### src/rtl/mem_port_arbiter_if.sv
// rtl/mem_port_arbiter_if.sv - request/response bundle between the IFU, LSU, memory port and the arbiter
//
// Purpose: groups every handshake/bus signal of mem_port_arbiter so the block
// takes a single interface port. Signal names are written from the arbiter's
// point of view (i_* driven into the arbiter, o_* driven by it).
//   slave  modport : used by the arbiter
//   master modport : used by whatever drives the IFU, LSU and memory sides
// Signal groups:
//   IFU request/response : i_ifu_req_valid, o_ifu_req_ready, i_ifu_addr,
//                          o_ifu_rsp_valid, i_ifu_rsp_ready, o_ifu_rdata, o_ifu_rsp_err
//   LSU request/response : i_lsu_req_valid, o_lsu_req_ready, i_lsu_addr, i_lsu_wdata,
//                          i_lsu_wen, i_lsu_memop, o_lsu_rsp_valid, i_lsu_rsp_ready,
//                          o_lsu_rdata, o_lsu_rsp_err
//   memory port          : o_mem_req_valid, i_mem_req_ready, o_mem_addr, o_mem_wdata,
//                          o_mem_wen, o_mem_memop, i_mem_rsp_valid, o_mem_rsp_ready,
//                          i_mem_rdata, i_mem_rsp_err
interface mem_port_arbiter_if #(
   parameter int AW = 32,
   parameter int DW = 32
);
   logic          i_ifu_req_valid;
   logic          o_ifu_req_ready;
   logic [AW-1:0] i_ifu_addr;
   logic          o_ifu_rsp_valid;
   logic          i_ifu_rsp_ready;
   logic [DW-1:0] o_ifu_rdata;
   logic          o_ifu_rsp_err;

   logic          i_lsu_req_valid;
   logic          o_lsu_req_ready;
   logic [AW-1:0] i_lsu_addr;
   logic [DW-1:0] i_lsu_wdata;
   logic          i_lsu_wen;
   logic [2:0]    i_lsu_memop;
   logic          o_lsu_rsp_valid;
   logic          i_lsu_rsp_ready;
   logic [DW-1:0] o_lsu_rdata;
   logic          o_lsu_rsp_err;

   logic          o_mem_req_valid;
   logic          i_mem_req_ready;
   logic [AW-1:0] o_mem_addr;
   logic [DW-1:0] o_mem_wdata;
   logic          o_mem_wen;
   logic [2:0]    o_mem_memop;
   logic          i_mem_rsp_valid;
   logic          o_mem_rsp_ready;
   logic [DW-1:0] i_mem_rdata;
   logic          i_mem_rsp_err;

   modport slave (
      input  i_ifu_req_valid, i_ifu_addr, i_ifu_rsp_ready,
      output o_ifu_req_ready, o_ifu_rsp_valid, o_ifu_rdata, o_ifu_rsp_err,
      input  i_lsu_req_valid, i_lsu_addr, i_lsu_wdata, i_lsu_wen, i_lsu_memop, i_lsu_rsp_ready,
      output o_lsu_req_ready, o_lsu_rsp_valid, o_lsu_rdata, o_lsu_rsp_err,
      input  i_mem_req_ready, i_mem_rsp_valid, i_mem_rdata, i_mem_rsp_err,
      output o_mem_req_valid, o_mem_addr, o_mem_wdata, o_mem_wen, o_mem_memop, o_mem_rsp_ready
   );

   modport master (
      output i_ifu_req_valid, i_ifu_addr, i_ifu_rsp_ready,
      input  o_ifu_req_ready, o_ifu_rsp_valid, o_ifu_rdata, o_ifu_rsp_err,
      output i_lsu_req_valid, i_lsu_addr, i_lsu_wdata, i_lsu_wen, i_lsu_memop, i_lsu_rsp_ready,
      input  o_lsu_req_ready, o_lsu_rsp_valid, o_lsu_rdata, o_lsu_rsp_err,
      output i_mem_req_ready, i_mem_rsp_valid, i_mem_rdata, i_mem_rsp_err,
      input  o_mem_req_valid, o_mem_addr, o_mem_wdata, o_mem_wen, o_mem_memop, o_mem_rsp_ready
   );
endinterface

### src/rtl/mem_port_arbiter.sv
// rtl/mem_port_arbiter.sv - round-robin IFU/LSU arbiter for a single memory port with response timeout
//
// Purpose: grants the memory port to one requester at a time (round-robin on
// ties), keeps exactly one transaction outstanding, routes the response to the
// issuing master and converts a hung slave into an error response.
// Ports:
//   i_clk   : core clock
//   i_rst_n : asynchronous active-low reset
//   bus     : mem_port_arbiter_if.slave, all IFU/LSU/memory handshake signals
module mem_port_arbiter #(
   parameter int AW      = 32,
   parameter int DW      = 32,
   parameter int TIMEOUT = 255
) (
   input  logic              i_clk,
   input  logic              i_rst_n,
   mem_port_arbiter_if.slave bus
);
   localparam int TW = ($clog2(TIMEOUT + 1) < 1) ? 1 : $clog2(TIMEOUT + 1);
   localparam logic [TW-1:0] T_LAST = TW'((TIMEOUT > 0) ? TIMEOUT - 1 : 0);
   localparam logic [TW-1:0] T_MAX  = '1;
   localparam logic OWN_IFU = 1'b0;
   localparam logic OWN_LSU = 1'b1;

   typedef enum logic [1:0] {IDLE, ISSUE, WAIT, RESP} state_t;

   state_t        state_q, state_d;
   logic          owner_q, owner_d;
   logic          last_grant_q, last_grant_d;
   logic          stale_q, stale_d;
   logic [TW-1:0] timer_q, timer_d;
   logic [AW-1:0] addr_q, addr_d;
   logic [DW-1:0] wdata_q, wdata_d;
   logic          wen_q, wen_d;
   logic [2:0]    memop_q, memop_d;
   logic [DW-1:0] rdata_q, rdata_d;
   logic          err_q, err_d;
   logic          ifu_ready, lsu_ready, grant_lsu;

   always_ff @(posedge i_clk or negedge i_rst_n) begin
      if (!i_rst_n) begin
         state_q      <= IDLE;
         owner_q      <= OWN_IFU;
         last_grant_q <= OWN_LSU;
         stale_q      <= 1'b0;
         timer_q      <= '0;
         addr_q       <= '0;
         wdata_q      <= '0;
         wen_q        <= 1'b0;
         memop_q      <= 3'b000;
         rdata_q      <= '0;
         err_q        <= 1'b0;
      end else begin
         state_q      <= state_d;
         owner_q      <= owner_d;
         last_grant_q <= last_grant_d;
         stale_q      <= stale_d;
         timer_q      <= timer_d;
         addr_q       <= addr_d;
         wdata_q      <= wdata_d;
         wen_q        <= wen_d;
         memop_q      <= memop_d;
         rdata_q      <= rdata_d;
         err_q        <= err_d;
      end
   end

   always_comb begin
      state_d      = state_q;
      owner_d      = owner_q;
      last_grant_d = last_grant_q;
      stale_d      = stale_q;
      timer_d      = timer_q;
      addr_d       = addr_q;
      wdata_d      = wdata_q;
      wen_d        = wen_q;
      memop_d      = memop_q;
      rdata_d      = rdata_q;
      err_d        = err_q;
      ifu_ready    = 1'b0;
      lsu_ready    = 1'b0;
      // LSU wins only when alone or when the IFU was served last.
      grant_lsu    = bus.i_lsu_req_valid && (!bus.i_ifu_req_valid || (last_grant_q == OWN_IFU));

      // The late beat of a timed-out transaction is swallowed here; it never
      // reaches WAIT because ISSUE holds off until stale has cleared.
      if (stale_q && bus.i_mem_rsp_valid) begin
         stale_d = 1'b0;
      end

      unique case (state_q)
         IDLE: begin
            if (bus.i_ifu_req_valid || bus.i_lsu_req_valid) begin
               ifu_ready    = !grant_lsu;
               lsu_ready    = grant_lsu;
               owner_d      = grant_lsu;
               last_grant_d = grant_lsu;
               if (grant_lsu) begin
                  addr_d  = bus.i_lsu_addr;
                  wdata_d = bus.i_lsu_wdata;
                  wen_d   = bus.i_lsu_wen;
                  memop_d = bus.i_lsu_memop;
               end else begin
                  addr_d  = bus.i_ifu_addr;
                  wdata_d = '0;
                  wen_d   = 1'b0;
                  memop_d = 3'b010;
               end
               state_d = ISSUE;
            end
         end
         ISSUE: begin
            if (!stale_q && bus.i_mem_req_ready) begin
               timer_d = '0;
               state_d = WAIT;
            end
         end
         WAIT: begin
            // A real response beats a coincident timeout.
            if (bus.i_mem_rsp_valid) begin
               rdata_d = bus.i_mem_rdata;
               err_d   = bus.i_mem_rsp_err;
               state_d = RESP;
            end else if ((TIMEOUT != 0) && (timer_q == T_LAST)) begin
               rdata_d = '0;
               err_d   = 1'b1;
               stale_d = 1'b1;
               state_d = RESP;
            end else if (timer_q != T_MAX) begin
               timer_d = timer_q + 1'b1;
            end
         end
         RESP: begin
            if (owner_q == OWN_LSU ? bus.i_lsu_rsp_ready : bus.i_ifu_rsp_ready) begin
               state_d = IDLE;
            end
         end
         default: state_d = IDLE;
      endcase
   end

   assign bus.o_ifu_req_ready = ifu_ready;
   assign bus.o_lsu_req_ready = lsu_ready;

   assign bus.o_mem_req_valid = (state_q == ISSUE) && !stale_q;
   assign bus.o_mem_rsp_ready = (state_q == WAIT) || stale_q;
   assign bus.o_mem_addr      = addr_q;
   assign bus.o_mem_wdata     = wdata_q;
   assign bus.o_mem_wen       = wen_q;
   assign bus.o_mem_memop     = memop_q;

   assign bus.o_ifu_rsp_valid = (state_q == RESP) && (owner_q == OWN_IFU);
   assign bus.o_lsu_rsp_valid = (state_q == RESP) && (owner_q == OWN_LSU);
   assign bus.o_ifu_rdata     = (owner_q == OWN_IFU) ? rdata_q : '0;
   assign bus.o_lsu_rdata     = (owner_q == OWN_LSU) ? rdata_q : '0;
   assign bus.o_ifu_rsp_err   = (owner_q == OWN_IFU) && err_q;
   assign bus.o_lsu_rsp_err   = (owner_q == OWN_LSU) && err_q;
endmodule
### src/flat_wrapper.sv
// flat-port wrapper written by rule: the top's interface ports become plain ports
module mem_port_arbiter_flat 
#(
   parameter int AW      = 32,
   parameter int DW      = 32,
   parameter int TIMEOUT = 255
)
  (i_clk, i_rst_n, bus_i_ifu_req_valid, bus_i_ifu_addr, bus_i_ifu_rsp_ready, bus_o_ifu_req_ready, bus_o_ifu_rsp_valid, bus_o_ifu_rdata, bus_o_ifu_rsp_err, bus_i_lsu_req_valid, bus_i_lsu_addr, bus_i_lsu_wdata, bus_i_lsu_wen, bus_i_lsu_memop, bus_i_lsu_rsp_ready, bus_o_lsu_req_ready, bus_o_lsu_rsp_valid, bus_o_lsu_rdata, bus_o_lsu_rsp_err, bus_i_mem_req_ready, bus_i_mem_rsp_valid, bus_i_mem_rdata, bus_i_mem_rsp_err, bus_o_mem_req_valid, bus_o_mem_addr, bus_o_mem_wdata, bus_o_mem_wen, bus_o_mem_memop, bus_o_mem_rsp_ready);
  mem_port_arbiter_if #(.AW(AW), .DW(DW)) bus_i ();
  input  logic i_clk;
  input  logic i_rst_n;
  input wire logic [$bits(bus_i.i_ifu_req_valid)-1:0] bus_i_ifu_req_valid;
  input wire logic [$bits(bus_i.i_ifu_addr)-1:0] bus_i_ifu_addr;
  input wire logic [$bits(bus_i.i_ifu_rsp_ready)-1:0] bus_i_ifu_rsp_ready;
  output wire logic [$bits(bus_i.o_ifu_req_ready)-1:0] bus_o_ifu_req_ready;
  output wire logic [$bits(bus_i.o_ifu_rsp_valid)-1:0] bus_o_ifu_rsp_valid;
  output wire logic [$bits(bus_i.o_ifu_rdata)-1:0] bus_o_ifu_rdata;
  output wire logic [$bits(bus_i.o_ifu_rsp_err)-1:0] bus_o_ifu_rsp_err;
  input wire logic [$bits(bus_i.i_lsu_req_valid)-1:0] bus_i_lsu_req_valid;
  input wire logic [$bits(bus_i.i_lsu_addr)-1:0] bus_i_lsu_addr;
  input wire logic [$bits(bus_i.i_lsu_wdata)-1:0] bus_i_lsu_wdata;
  input wire logic [$bits(bus_i.i_lsu_wen)-1:0] bus_i_lsu_wen;
  input wire logic [$bits(bus_i.i_lsu_memop)-1:0] bus_i_lsu_memop;
  input wire logic [$bits(bus_i.i_lsu_rsp_ready)-1:0] bus_i_lsu_rsp_ready;
  output wire logic [$bits(bus_i.o_lsu_req_ready)-1:0] bus_o_lsu_req_ready;
  output wire logic [$bits(bus_i.o_lsu_rsp_valid)-1:0] bus_o_lsu_rsp_valid;
  output wire logic [$bits(bus_i.o_lsu_rdata)-1:0] bus_o_lsu_rdata;
  output wire logic [$bits(bus_i.o_lsu_rsp_err)-1:0] bus_o_lsu_rsp_err;
  input wire logic [$bits(bus_i.i_mem_req_ready)-1:0] bus_i_mem_req_ready;
  input wire logic [$bits(bus_i.i_mem_rsp_valid)-1:0] bus_i_mem_rsp_valid;
  input wire logic [$bits(bus_i.i_mem_rdata)-1:0] bus_i_mem_rdata;
  input wire logic [$bits(bus_i.i_mem_rsp_err)-1:0] bus_i_mem_rsp_err;
  output wire logic [$bits(bus_i.o_mem_req_valid)-1:0] bus_o_mem_req_valid;
  output wire logic [$bits(bus_i.o_mem_addr)-1:0] bus_o_mem_addr;
  output wire logic [$bits(bus_i.o_mem_wdata)-1:0] bus_o_mem_wdata;
  output wire logic [$bits(bus_i.o_mem_wen)-1:0] bus_o_mem_wen;
  output wire logic [$bits(bus_i.o_mem_memop)-1:0] bus_o_mem_memop;
  output wire logic [$bits(bus_i.o_mem_rsp_ready)-1:0] bus_o_mem_rsp_ready;
  assign bus_i.i_ifu_req_valid = bus_i_ifu_req_valid;
  assign bus_i.i_ifu_addr = bus_i_ifu_addr;
  assign bus_i.i_ifu_rsp_ready = bus_i_ifu_rsp_ready;
  assign bus_o_ifu_req_ready = bus_i.o_ifu_req_ready;
  assign bus_o_ifu_rsp_valid = bus_i.o_ifu_rsp_valid;
  assign bus_o_ifu_rdata = bus_i.o_ifu_rdata;
  assign bus_o_ifu_rsp_err = bus_i.o_ifu_rsp_err;
  assign bus_i.i_lsu_req_valid = bus_i_lsu_req_valid;
  assign bus_i.i_lsu_addr = bus_i_lsu_addr;
  assign bus_i.i_lsu_wdata = bus_i_lsu_wdata;
  assign bus_i.i_lsu_wen = bus_i_lsu_wen;
  assign bus_i.i_lsu_memop = bus_i_lsu_memop;
  assign bus_i.i_lsu_rsp_ready = bus_i_lsu_rsp_ready;
  assign bus_o_lsu_req_ready = bus_i.o_lsu_req_ready;
  assign bus_o_lsu_rsp_valid = bus_i.o_lsu_rsp_valid;
  assign bus_o_lsu_rdata = bus_i.o_lsu_rdata;
  assign bus_o_lsu_rsp_err = bus_i.o_lsu_rsp_err;
  assign bus_i.i_mem_req_ready = bus_i_mem_req_ready;
  assign bus_i.i_mem_rsp_valid = bus_i_mem_rsp_valid;
  assign bus_i.i_mem_rdata = bus_i_mem_rdata;
  assign bus_i.i_mem_rsp_err = bus_i_mem_rsp_err;
  assign bus_o_mem_req_valid = bus_i.o_mem_req_valid;
  assign bus_o_mem_addr = bus_i.o_mem_addr;
  assign bus_o_mem_wdata = bus_i.o_mem_wdata;
  assign bus_o_mem_wen = bus_i.o_mem_wen;
  assign bus_o_mem_memop = bus_i.o_mem_memop;
  assign bus_o_mem_rsp_ready = bus_i.o_mem_rsp_ready;
  mem_port_arbiter #(.AW(AW), .DW(DW), .TIMEOUT(TIMEOUT)) u_core (.i_clk(i_clk), .i_rst_n(i_rst_n), .bus(bus_i));
endmodule
### config.mk
export PLATFORM = sky130hd
export DESIGN_NAME = mem_port_arbiter_flat
export DESIGN_NICKNAME = d
export VERILOG_FILES = /design/src/rtl/mem_port_arbiter_if.sv /design/src/rtl/mem_port_arbiter.sv /design/src/flat_wrapper.sv
export SDC_FILE = /design/constraint.sdc
export NUM_CORES = 1
export LEC_CHECK = 0
export ABC_AREA = 1
export BUFFER_PORTS_ARGS = -buffer_cell sky130_fd_sc_hd__clkbuf_2
export CORE_MARGIN = 4
export CORE_UTILIZATION = 39
export DETAILED_ROUTE_END_ITERATION = 7
export GPL_TIMING_DRIVEN = 0
export PLACE_DENSITY = 0.77
export SETUP_SLACK_MARGIN = 0.4
export SYNTH_ARGS = -nofsm -noshare
export SYNTH_HDL_FRONTEND = slang
export SYNTH_SLANG_ARGS = --single-unit
### constraint.sdc
create_clock -name i_clk -period 1.6 [get_ports i_clk]
set_input_delay 0.24 -clock i_clk [delete_from_list [all_inputs] [get_ports i_clk]]
set_output_delay 0.24 -clock i_clk [all_outputs]
set_load 0.01 [all_outputs]
==> Yosys cells after proc, flatten, opt, wreduce, memory -nomap -nowiden <==
Index checks and enable logic that the tools add are counted.
{ "word_totals": {"ff_bits": 114, "latch_bits": 0, "ram_bits": 0, "romBits": 0, "input_bits": 141, "output_inout_bits": 140, "memories": 0} }
{ "classes": {"n_addsub": 1, "mul": 0, "div": 0, "magnitude_cmp": 0, "n_eq_ne": 12, "n_shift": 0, "mux": 30, "bitwise_logic": 2, "reduce_logical": 21} }
{ "op_table": {"columns": ["operator", "n"], "rows": [
  ["32-bit 2-to-1 mux", 6],
  ["8-bit 2-to-1 mux", 4],
  ["8-bit case mux with 2 select lines", 1],
  ["1-bit 2-to-1 mux", 12],
  ["2-bit 2-to-1 mux", 5],
  ["8-bit by 1-bit adder with 8-bit output (second input constant)", 1],
  ["8-bit equality test (second input constant)", 1],
  ["1-bit logical AND", 8],
  ["2-bit by 1-bit inequality test with 1-bit output (second input constant)", 4],
  ["8-bit inequality test (second input constant)", 1],
  ["2-bit case mux with 4 select lines", 1],
  ["5-bit AND reduction", 1],
  ["2-bit equality test (second input constant)", 2],
  ["2-bit inequality test (second input constant)", 2],
  ["2-bit AND reduction", 2],
  ["4-bit AND reduction", 1],
  ["2-bit nonzero test", 2],
  ["1-bit logical NOT", 3],
  ["1-bit logical OR", 3],
  ["3-bit 2-to-1 mux", 1],
  ["3-bit by 2-bit inequality test with 1-bit output (second input constant)", 1],
  ["2-bit by 1-bit equality test with 1-bit output (second input constant)", 1],
  ["2-bit logical NOT", 1],
  ["1-bit inverter", 2]
]} }

==> Logic depth before layout (Yosys ltp) <==
Gate-level depths: netlist of the first run.
{ "logic_depth": {"ltp_word": 6, "depth_mapped": 10, "ltp_nobuf": 10} }

==> Least setup slack after synthesis of the first run <==
Ideal clock, no wire load.
{ "synth_path": {"path_type": "register -> output", "start": "reg u_core.state_q[0]", "end": "out bus_o_ifu_req_ready", "arrival_time_ns": 1.174, "path_slack_ns": 0.186, "path_stages_with_launch": 6, "path_cell_list": "dfrtp_1 -> inv_1 -> ha_1 -> o21ai_2 -> nor2_2 -> buf_2"} }
{ "synth_between": {"elab_chain_cells": 2} }
{ "synth_lines": {"columns": ["item", "line", "text"], "rows": [
  ["from (decl)", "mem_port_arbiter.sv:27", "state_t state_q, state_d;"],
  ["from (signal assigned)", "mem_port_arbiter.sv:54", "state_q <= state_d;"],
  ["2-bit logical NOT", "mem_port_arbiter.sv:91", "unique case (state_q)"],
  ["1-bit 2-to-1 mux", "mem_port_arbiter.sv:91", null],
  ["to (decl)", "flat_wrapper.sv:15", "output wire logic [$bits(bus_i.o_ifu_req_ready)-1:0] bus_o_ifu_req_ready;"]
]} }
Every way passes these cells.

==> Worst setup path after layout of the first run <==
{ "layout_path": {"start": "reg u_core.state_q[1]", "end": "out bus_o_lsu_rsp_valid"} }
{ "layout_between": {"elab_chain_cells": 2} }
{ "layout_lines": {"columns": ["item", "line", "text"], "rows": [
  ["2-bit equality test", "mem_port_arbiter.sv:153", "assign bus.o_lsu_rsp_valid = (state_q == RESP) && (owner_q == OWN_LSU);"],
  ["1-bit logical AND", "mem_port_arbiter.sv:153", null],
  ["to (decl)", "flat_wrapper.sv:26", "output wire logic [$bits(bus_i.o_lsu_rsp_valid)-1:0] bus_o_lsu_rsp_valid;"]
]} }
Every way passes these cells.

==> impl_metrics.xml, run 1 <==
<?xml version="1.0" encoding="UTF-8"?>
<metrics>
  <group name="sta">
    <metric name="timing.final.setup_violations" unit="">80</metric>
    <metric name="rsz0062_at_grt" unit="">true</metric>
    <metric name="fin_crit_sh" unit="%">109</metric>
    <metric name="fmax" unit="MHz">571</metric>
    <metric name="fin_hold_viols" unit="">0</metric>
    <metric name="worst_slew_pin_slew" unit="ns">0.543</metric>
    <metric name="relSlewSlack" unit="%">63.8</metric>
    <metric name="hold_ws" unit="ns">0.0349</metric>
    <metric name="final.min_clock_period" unit="ns">1.75</metric>
    <metric name="finalSetupTns" unit="ns">-5.52</metric>
    <metric name="final_critical_path_setup_slack" unit="ns">-0.150</metric>
    <metric name="drv_slew" unit="">0</metric>
    <metric name="clock_skew" unit="ns">0.00784</metric>
  </group>
  <group name="floorplanning">
    <metric name="die_area" unit="um2">15600</metric>
    <metric name="ioPinCount" unit="">281</metric>
    <metric name="floorplan.die.height" unit="um">125</metric>
    <metric name="floorplan.initialDensity" unit="%">40.0</metric>
    <metric name="floorplan.rows" unit="">42</metric>
    <metric name="design.core.area" unit="um2">13300</metric>
    <metric name="dieWidth" unit="um">125</metric>
  </group>
  <group name="yosys">
    <metric name="synth_compound_gate_area_share" unit="%">10.1</metric>
    <metric name="synth_area_per_cell" unit="um2">8.17</metric>
    <metric name="synth_top_cells_by_count" unit="">219 x nand2_1, 113 x dfrtp_1, 84 x inv_1, 56 x nor2_1, 46 x nand3_1</metric>
    <metric name="net_count_after_synthesis" unit="">798</metric>
    <metric name="synth_seq_area_share" unit="%">53.6</metric>
    <metric name="yosys.area_share.xor_xnor" unit="%">0</metric>
    <metric name="syn_area" unit="um2">5320</metric>
    <metric name="synthCells" unit="">651</metric>
    <metric name="synthDominantAreaCellType" unit="">dfrtp_1</metric>
    <metric name="synth_async_sr_flop_share" unit="%">100</metric>
    <metric name="synth.ff_latch_count" unit="">114</metric>
    <metric name="synth.area.mux_share" unit="%">0</metric>
    <metric name="synthDominantCellAreaShare" unit="%">53.2</metric>
    <metric name="yosysWarnings" unit="">0</metric>
    <metric name="synth_cell_type_count" unit="">25</metric>
    <metric name="synth_simple_gate_area_share" unit="%">25.1</metric>
    <metric name="post_synth_main_area_contributors" unit="">dfrtp_1 53%, nand2_1 15%, inv_1 5.9%</metric>
    <metric name="yosys.cell_count.top_type" unit="">nand2_1</metric>
    <metric name="synth_top_family_by_area" unit="">simple AND/OR/NAND/NOR gates</metric>
    <metric name="synth_fa_ha_area_share" unit="%">1.41</metric>
    <metric name="synth_enable_flop_cells" unit="">0</metric>
    <metric name="synth_flop_cell" unit="">dfrtp_1</metric>
  </group>
  <group name="drt">
    <metric name="drc" unit="">0</metric>
    <metric name="initialDrtViolationCount" unit="">382</metric>
    <metric name="drt-vias-per-instance" unit="">5.15</metric>
    <metric name="routed_wl" unit="um">23700</metric>
    <metric name="final_antenna_net_count" unit="">0</metric>
    <metric name="post_drt_wl_per_cell" unit="um">19.5</metric>
    <metric name="firstDrtPassIters" unit="">5</metric>
    <metric name="via_count" unit="">6268</metric>
  </group>
  <group name="final_layout">
    <metric name="post_route_cells_drive_above_1_share" unit="%">64.2</metric>
    <metric name="fin_nets" unit="">1178</metric>
    <metric name="num-fill-cells" unit="">764</metric>
    <metric name="fin_util" unit="%">78.0</metric>
    <metric name="flow.area_growth_from_synthesis" unit="%">95.0</metric>
    <metric name="antennaDiodeCount" unit="">0</metric>
  </group>
  <group name="worst_setup_path">
    <metric name="cp.required" unit="ns">1.36</metric>
    <metric name="worst-endpoint-arrival" unit="ns">1.51</metric>
    <metric name="endpoint_kind" unit="">primary output</metric>
    <metric name="cp_max_fo" unit="">4</metric>
    <metric name="regToRegSetupSlack" unit="ns">-0.09</metric>
    <metric name="crit_type" unit="">reg2out</metric>
    <metric name="startpoint_class_of_the_critical_path" unit="">flop</metric>
  </group>
  <group name="clocking">
    <metric name="clk_latency" unit="ns">0.41</metric>
    <metric name="numCtsBuffers" unit="">17</metric>
    <metric name="clk_root_buffer_cell" unit="">clkbuf_16</metric>
    <metric name="htreeDepth" unit="">4</metric>
    <metric name="cts.sinks" unit="">114</metric>
    <metric name="path_clk_slew" unit="ns">0.05</metric>
    <metric name="cts_max_path_buffers" unit="">2</metric>
    <metric name="cts_tree" unit="">done</metric>
  </group>
  <group name="flow_run">
    <metric name="max-cap-violations" unit="">0</metric>
  </group>
  <group name="power">
    <metric name="clockPowerShare" unit="%">16.8</metric>
    <metric name="seq_power_share" unit="%">23.6</metric>
    <metric name="total_power" unit="mW">21.6</metric>
    <metric name="power_leakage" unit="nW">5.65</metric>
    <metric name="share_of_power_burned_in_combinational_logic" unit="%">59.6</metric>
    <metric name="vdd_drop_max" unit="mV">1.20</metric>
    <metric name="netSwitchingPower" unit="mW">8.62</metric>
    <metric name="powerDensity" unit="nW/um2">2080</metric>
    <metric name="intPower" unit="mW">13.0</metric>
    <metric name="sw_frac_of_total" unit="%">39.9</metric>
  </group>
  <group name="worst_hold_path">
    <metric name="min-delay-path-class" unit="">in2reg</metric>
  </group>
  <group name="placement">
    <metric name="post-dp-hpwl" unit="um">13000</metric>
    <metric name="dpl_ws" unit="ns">-0.113</metric>
    <metric name="io_buffers" unit="">280</metric>
    <metric name="globalplace.congestion" unit="">0.867</metric>
  </group>
  <group name="global_route">
    <metric name="grt_first_pass_wirelength" unit="um">31000</metric>
    <metric name="maximum_number_of_pins_on_one_net_before_global_route_repair" unit="">94</metric>
    <metric name="antenna_found_initial" unit="">0</metric>
    <metric name="first_global_vias" unit="">6068</metric>
    <metric name="globalRouteTotalUtil" unit="%">24.9</metric>
    <metric name="globalRoute.totalOverflow" unit="">0</metric>
  </group>
  <group name="run_status">
    <metric name="run_status" unit="">complete, but fails checks</metric>
    <metric name="failed_checks" unit="">negative setup slack</metric>
  </group>
</metrics>
cell type report:
type / instances / area, um2 / share of cell area (%)
plain buffers: 35 / 576 / 5.55
clock buffers: 22 / 474 / 4.57
clock inverters: 6 / 82.6 / 0.796
inverters: 87 / 337 / 3.24
multi-input cells: 416 / 3030 / 29.2
flip-flops and latches: 114 / 2860 / 27.5
well taps: 176 / 220 / 2.12
repair buffers: 360 / 2800 / 27.0
worst max-delay path: stages, from the launching register on:
cell	delay, ns
dfrtp_2	0.44
buf_4	0.15
buf_6	0.11
ha_4	0.16
nand2_4	0.06
inv_1	0.05
buf_2	0.13
layer usage:
layer  vias up  routed length [um]  track usage, %
li1       2801                   -               -
met1      3047                8400            28.3
met2       338               12700            44.6
met3        82                1600            6.26
met4         0                1040            10.1
met5         -                   0               0
cells in the final DEF, fill, tap and decap left out, drive strengths merged:
cell type / instances
nand3: 46
a21oi: 7
nand2: 224
dfrtp: 113
o21ai: 35
nor2: 59
buf: 170
dlygate4sd3: 1
clkinvlp: 1
or2: 1
inv: 86
bufinv: 2
clkinv: 4
o21bai: 2
ha: 6
dfstp: 1
nand4: 1
clkbuf: 246
a22o: 35
sequential cells by signal (all words and copies together), names as in the netlist:
name and flops:
u_core.bus.o_mem_memop 3, u_core.bus.o_mem_addr 32, u_core.rdata_q 32, u_core.owner_q 1, u_core.last_grant_q 1, u_core.state_q 2, u_core.stale_q 1, u_core.bus.o_mem_wen 1
u_core.bus.o_mem_wdata 32, u_core.err_q 1, u_core.timer_q 8
power groups by stage:
stage	Sequential [mW]	Combinational [mW]	Clock (mW)
final	5.10	12.9	3.64
after global routing	5.20	13.6	3.83
after CTS	4.82	9.80	3.65
after detailed placement	4.79	7.04	0
after global placement	4.78	6.88	0
after floorplan	5.05	3.99	0
worst paths after layout:
check,startpoint,end,cells past startpoint
min in group asynchronous,i_rst_n,u_core.bus.o_mem_addr[30],2
setup reg to reg,u_core.state_q[1],u_core.timer_q[1],10
hold / removal,bus_i_ifu_addr[29],u_core.bus.o_mem_addr[29],3
max in group asynchronous,i_rst_n,u_core.rdata_q[18],3
setup / recovery,u_core.state_q[1],bus_o_lsu_rsp_valid,6
hold reg to reg,u_core.last_grant_q,u_core.last_grant_q,2
kinds of logic after synthesis:
logic type      Yosys count
compound gates           79
fa+ha+maj                 6
buf+inv                 122
flops                   114
simple gates            330
what timing repair did:
item	in CTS	in global routing
endpoints found under the setup margin	186	215
endpoints found under the hold margin	21	0
resized for setup	268	297
gates cloned	12	8
buffers inserted	33	26
pin swaps	31	41
hold buffers	1	0
per-stage QoR:
step / instances / area, um2
after global routing: 1216 / 10400
after global placement: 1107 / 7180
after floorplan: 651 / 5560
after CTS: 1182 / 9150
after detailed placement: 1108 / 7220
final: 1216 / 10400
(Power assumes the default switching activity.)
==> run 2: changes to the inputs <==
Settings changed: ABC_AREA 1 to not set, PLACE_DENSITY 0.77 to 0.78.
Clock period 1.6 ns to 2.23 ns, I/O delays scaled along.
==> impl_metrics.xml, run 2 <==
<?xml version="1.0" encoding="UTF-8"?>
<metrics>
  <group name="run_status">
    <metric name="run_status" unit="">complete, but fails checks</metric>
    <metric name="failed_checks" unit="">design-rule violations</metric>
  </group>
  <group name="power">
    <metric name="powerDensity" unit="nW/um2">1470</metric>
    <metric name="total_power" unit="mW">11.2</metric>
    <metric name="power_leakage" unit="nW">4.19</metric>
    <metric name="vdd_drop_max" unit="mV">0.697</metric>
  </group>
  <group name="worst_setup_path">
    <metric name="startpoint_class_of_the_critical_path" unit="">flop</metric>
    <metric name="endpoint_kind" unit="">primary output</metric>
    <metric name="cp_max_fo" unit="">4</metric>
    <metric name="crit_type" unit="">reg2out</metric>
    <metric name="worst-endpoint-arrival" unit="ns">1.57</metric>
    <metric name="r2r-start" unit="">u_core.state_q[1]</metric>
    <metric name="regToRegSetupSlack" unit="ns">0.42</metric>
    <metric name="cp.required" unit="ns">1.90</metric>
    <metric name="rr_worst_depth" unit="">7</metric>
    <metric name="critical_path.reg2reg.endpoint" unit="">u_core.bus.o_mem_addr[19]</metric>
  </group>
  <group name="global_route">
    <metric name="globalRoute.totalOverflow" unit="">0</metric>
    <metric name="grt_first_pass_wirelength" unit="um">23700</metric>
    <metric name="antenna_found_initial" unit="">0</metric>
    <metric name="first_global_vias" unit="">4747</metric>
    <metric name="grt.met1_usage" unit="%">25.0</metric>
    <metric name="grt.busiest_layer" unit="">met2</metric>
    <metric name="global_route.usage.met3" unit="%">5.78</metric>
    <metric name="maximum_number_of_pins_on_one_net_before_global_route_repair" unit="">115</metric>
    <metric name="globalRouteTotalUtil" unit="%">20.5</metric>
    <metric name="grt_use_met2" unit="%">34.7</metric>
  </group>
  <group name="sta">
    <metric name="finalSetupTns" unit="ns">0</metric>
    <metric name="fin_crit_sh" unit="%">85.3</metric>
    <metric name="worst_slew_pin_slew" unit="ns">0.896</metric>
    <metric name="fmax" unit="MHz">526</metric>
    <metric name="timing.final.setup_violations" unit="">0</metric>
    <metric name="rsz0062_at_grt" unit="">true</metric>
    <metric name="relSlewSlack" unit="%">40.3</metric>
    <metric name="clock_skew" unit="ns">0.00793</metric>
    <metric name="hold_ws" unit="ns">0.0143</metric>
    <metric name="fin_hold_viols" unit="">0</metric>
    <metric name="drv_slew" unit="">0</metric>
    <metric name="final.min_clock_period" unit="ns">1.90</metric>
    <metric name="final_critical_path_setup_slack" unit="ns">0.327</metric>
  </group>
  <group name="yosys">
    <metric name="synth_top_cells_by_count" unit="">113 x dfrtp_1, 67 x a22o_1, 43 x inv_1, 36 x and2_1, 36 x nor2b_1</metric>
    <metric name="synth_async_sr_flop_share" unit="%">100</metric>
    <metric name="yosys.cell_count.top_type" unit="">dfrtp_1</metric>
    <metric name="synth_flop_cell" unit="">dfrtp_1</metric>
    <metric name="yosysWarnings" unit="">0</metric>
    <metric name="synthDominantCellAreaShare" unit="%">56.6</metric>
    <metric name="synth_area_per_cell" unit="um2">11.8</metric>
    <metric name="net_count_after_synthesis" unit="">571</metric>
    <metric name="synth_enable_flop_cells" unit="">0</metric>
    <metric name="synth_cell_type_count" unit="">38</metric>
    <metric name="synthDominantAreaCellType" unit="">dfrtp_1</metric>
    <metric name="post_synth_main_area_contributors" unit="">dfrtp_1 57%, a22o_1 12%, a222oi_1 6.6%</metric>
    <metric name="synth_seq_area_share" unit="%">57.2</metric>
    <metric name="synth.ff_latch_count" unit="">114</metric>
    <metric name="syn_area" unit="um2">4990</metric>
    <metric name="synthCells" unit="">424</metric>
  </group>
  <group name="worst_hold_path">
    <metric name="min-delay-path-class" unit="">in2async</metric>
  </group>
  <group name="final_layout">
    <metric name="fin_util" unit="%">60.6</metric>
    <metric name="flow.area_growth_from_synthesis" unit="%">52.6</metric>
    <metric name="layout_commonest_cell" unit="">clkbuf_2</metric>
    <metric name="layout_common_cells" unit="">281 x clkbuf_2, 111 x dfrtp_1, 67 x a22o_1, 41 x inv_1, 36 x and2_1</metric>
    <metric name="final-instance-count-excl-fill" unit="">929</metric>
    <metric name="fin_nets" unit="">891</metric>
    <metric name="post_route_cells_drive_above_1_share" unit="%">50.9</metric>
    <metric name="antennaDiodeCount" unit="">0</metric>
    <metric name="postLayoutCellArea" unit="um2">7620</metric>
  </group>
  <group name="clocking">
    <metric name="htreeDepth" unit="">4</metric>
    <metric name="path_clk_slew" unit="ns">0.05</metric>
    <metric name="cts_max_path_buffers" unit="">2</metric>
    <metric name="clk_latency" unit="ns">0.40</metric>
    <metric name="numCtsBuffers" unit="">17</metric>
    <metric name="cts_tree" unit="">done</metric>
    <metric name="cts-hold-fix-buffers" unit="">0</metric>
    <metric name="clk_root_buffer_cell" unit="">clkbuf_16</metric>
    <metric name="cts.sinks" unit="">114</metric>
  </group>
  <group name="drt">
    <metric name="post_drt_wl_per_cell" unit="um">16.9</metric>
    <metric name="routed_wl" unit="um">15700</metric>
    <metric name="drc" unit="">3</metric>
    <metric name="final_antenna_net_count" unit="">0</metric>
    <metric name="initialDrtViolationCount" unit="">378</metric>
    <metric name="firstDrtPassIters" unit="">8</metric>
    <metric name="drt-vias-per-instance" unit="">5.17</metric>
    <metric name="via_count" unit="">4802</metric>
  </group>
  <group name="floorplanning">
    <metric name="ioPinCount" unit="">281</metric>
    <metric name="dieWidth" unit="um">121</metric>
    <metric name="floorplan.initialDensity" unit="%">39.7</metric>
    <metric name="die_area" unit="um2">14700</metric>
    <metric name="floorplan.die.height" unit="um">121</metric>
    <metric name="floorplan.rows" unit="">41</metric>
    <metric name="design.core.area" unit="um2">12600</metric>
  </group>
  <group name="placement">
    <metric name="io_buffers" unit="">280</metric>
    <metric name="globalplace.congestion" unit="">0.934</metric>
    <metric name="post-dp-hpwl" unit="um">11500</metric>
    <metric name="placedInstanceArea" unit="um2">6620</metric>
    <metric name="dpl_ws" unit="ns">-0.0431</metric>
    <metric name="numPlacedInstances" unit="">876</metric>
  </group>
  <group name="flow_run">
    <metric name="max-cap-violations" unit="">0</metric>
  </group>
</metrics>
run 2: changes by cell type after synthesis, moves of 31 or more:
| cell | delta |
|---|---|
| nand2_1 | -216 |
| nor2_1 | -51 |
| inv_1 | -41 |
| nand3_1 | -41 |
| and2_1 | +36 |
| nor2b_1 | +36 |
| a222oi_1 | +33 |
| a22o_1 | +32 |
| o21ai_0 | -31 |
run 2: critical path, stage by stage (launching register included):
cell and delay, ns:
dfrtp_2 0.43, buf_6 0.13, ha_4 0.15, buf_8 0.11
or2_4 0.22, buf_8 0.12
run 2: cells by family after synthesis:
| family | after synthesis | share of synthesized area, % |
|---|---|---|
| flops | 114 | 57.2 |
| buf+inv | 75 | 5.81 |
| mux | 4 | 0.927 |
| fa+ha+maj | 6 | 1.50 |
| simple gates | 102 | 12.7 |
| compound gates | 123 | 21.9 |
run 2: power by group:
part / leakage, nW / total [mW] / internal (mW) / switching, mW
registers: 1.44 / 3.57 / 2.96 / 0.605
logic: 2.46 / 4.98 / 2.46 / 2.52
clock network: 0.289 / 2.66 / 1.75 / 0.908
run 2: cell type report:
| class | instances | area, um2 |
|---|---|---|
| fillers | 1039 | 4950 |
| clock buffers | 23 | 488 |
| clock inverters | 9 | 104 |
| repair buffers | 301 | 1630 |
| inverters | 43 | 161 |
| flip-flops and latches | 114 | 2860 |
| multi-input cells | 235 | 1950 |
| well taps | 172 | 215 |
| plain buffers | 32 | 211 |
run 2: worst max path at each step:
stage                                  from                   to  slack [ns]  cells past startpoint
final                     u_core.state_q[1]  bus_o_mem_rsp_ready        0.33                      5
after global routing      u_core.state_q[1]  bus_o_ifu_req_ready        0.27                      6
after CTS                 u_core.state_q[1]  bus_o_ifu_req_ready        0.29                      6
after detailed placement  u_core.state_q[0]  bus_o_lsu_req_ready       -0.04                      6
after global placement              i_rst_n    u_core.timer_q[5]       -0.69                      1
after floorplan           u_core.state_q[0]  bus_o_ifu_req_ready        0.55                      5
run 2: layer usage:
metal  wire length (um)  vias to the layer above
li1                   -                     2203
met1               6220                     2351
met2               8110                      214
met3               1030                       34
met4                342                        0
met5                  0                        -
run 2: timing repair:
item | in CTS | in global routing
cloned | 0 | 0
resized for setup | 40 | 53
setup buffers | 12 | 9
pin swaps | 4 | 5
endpoints found under the setup margin | 174 | 124
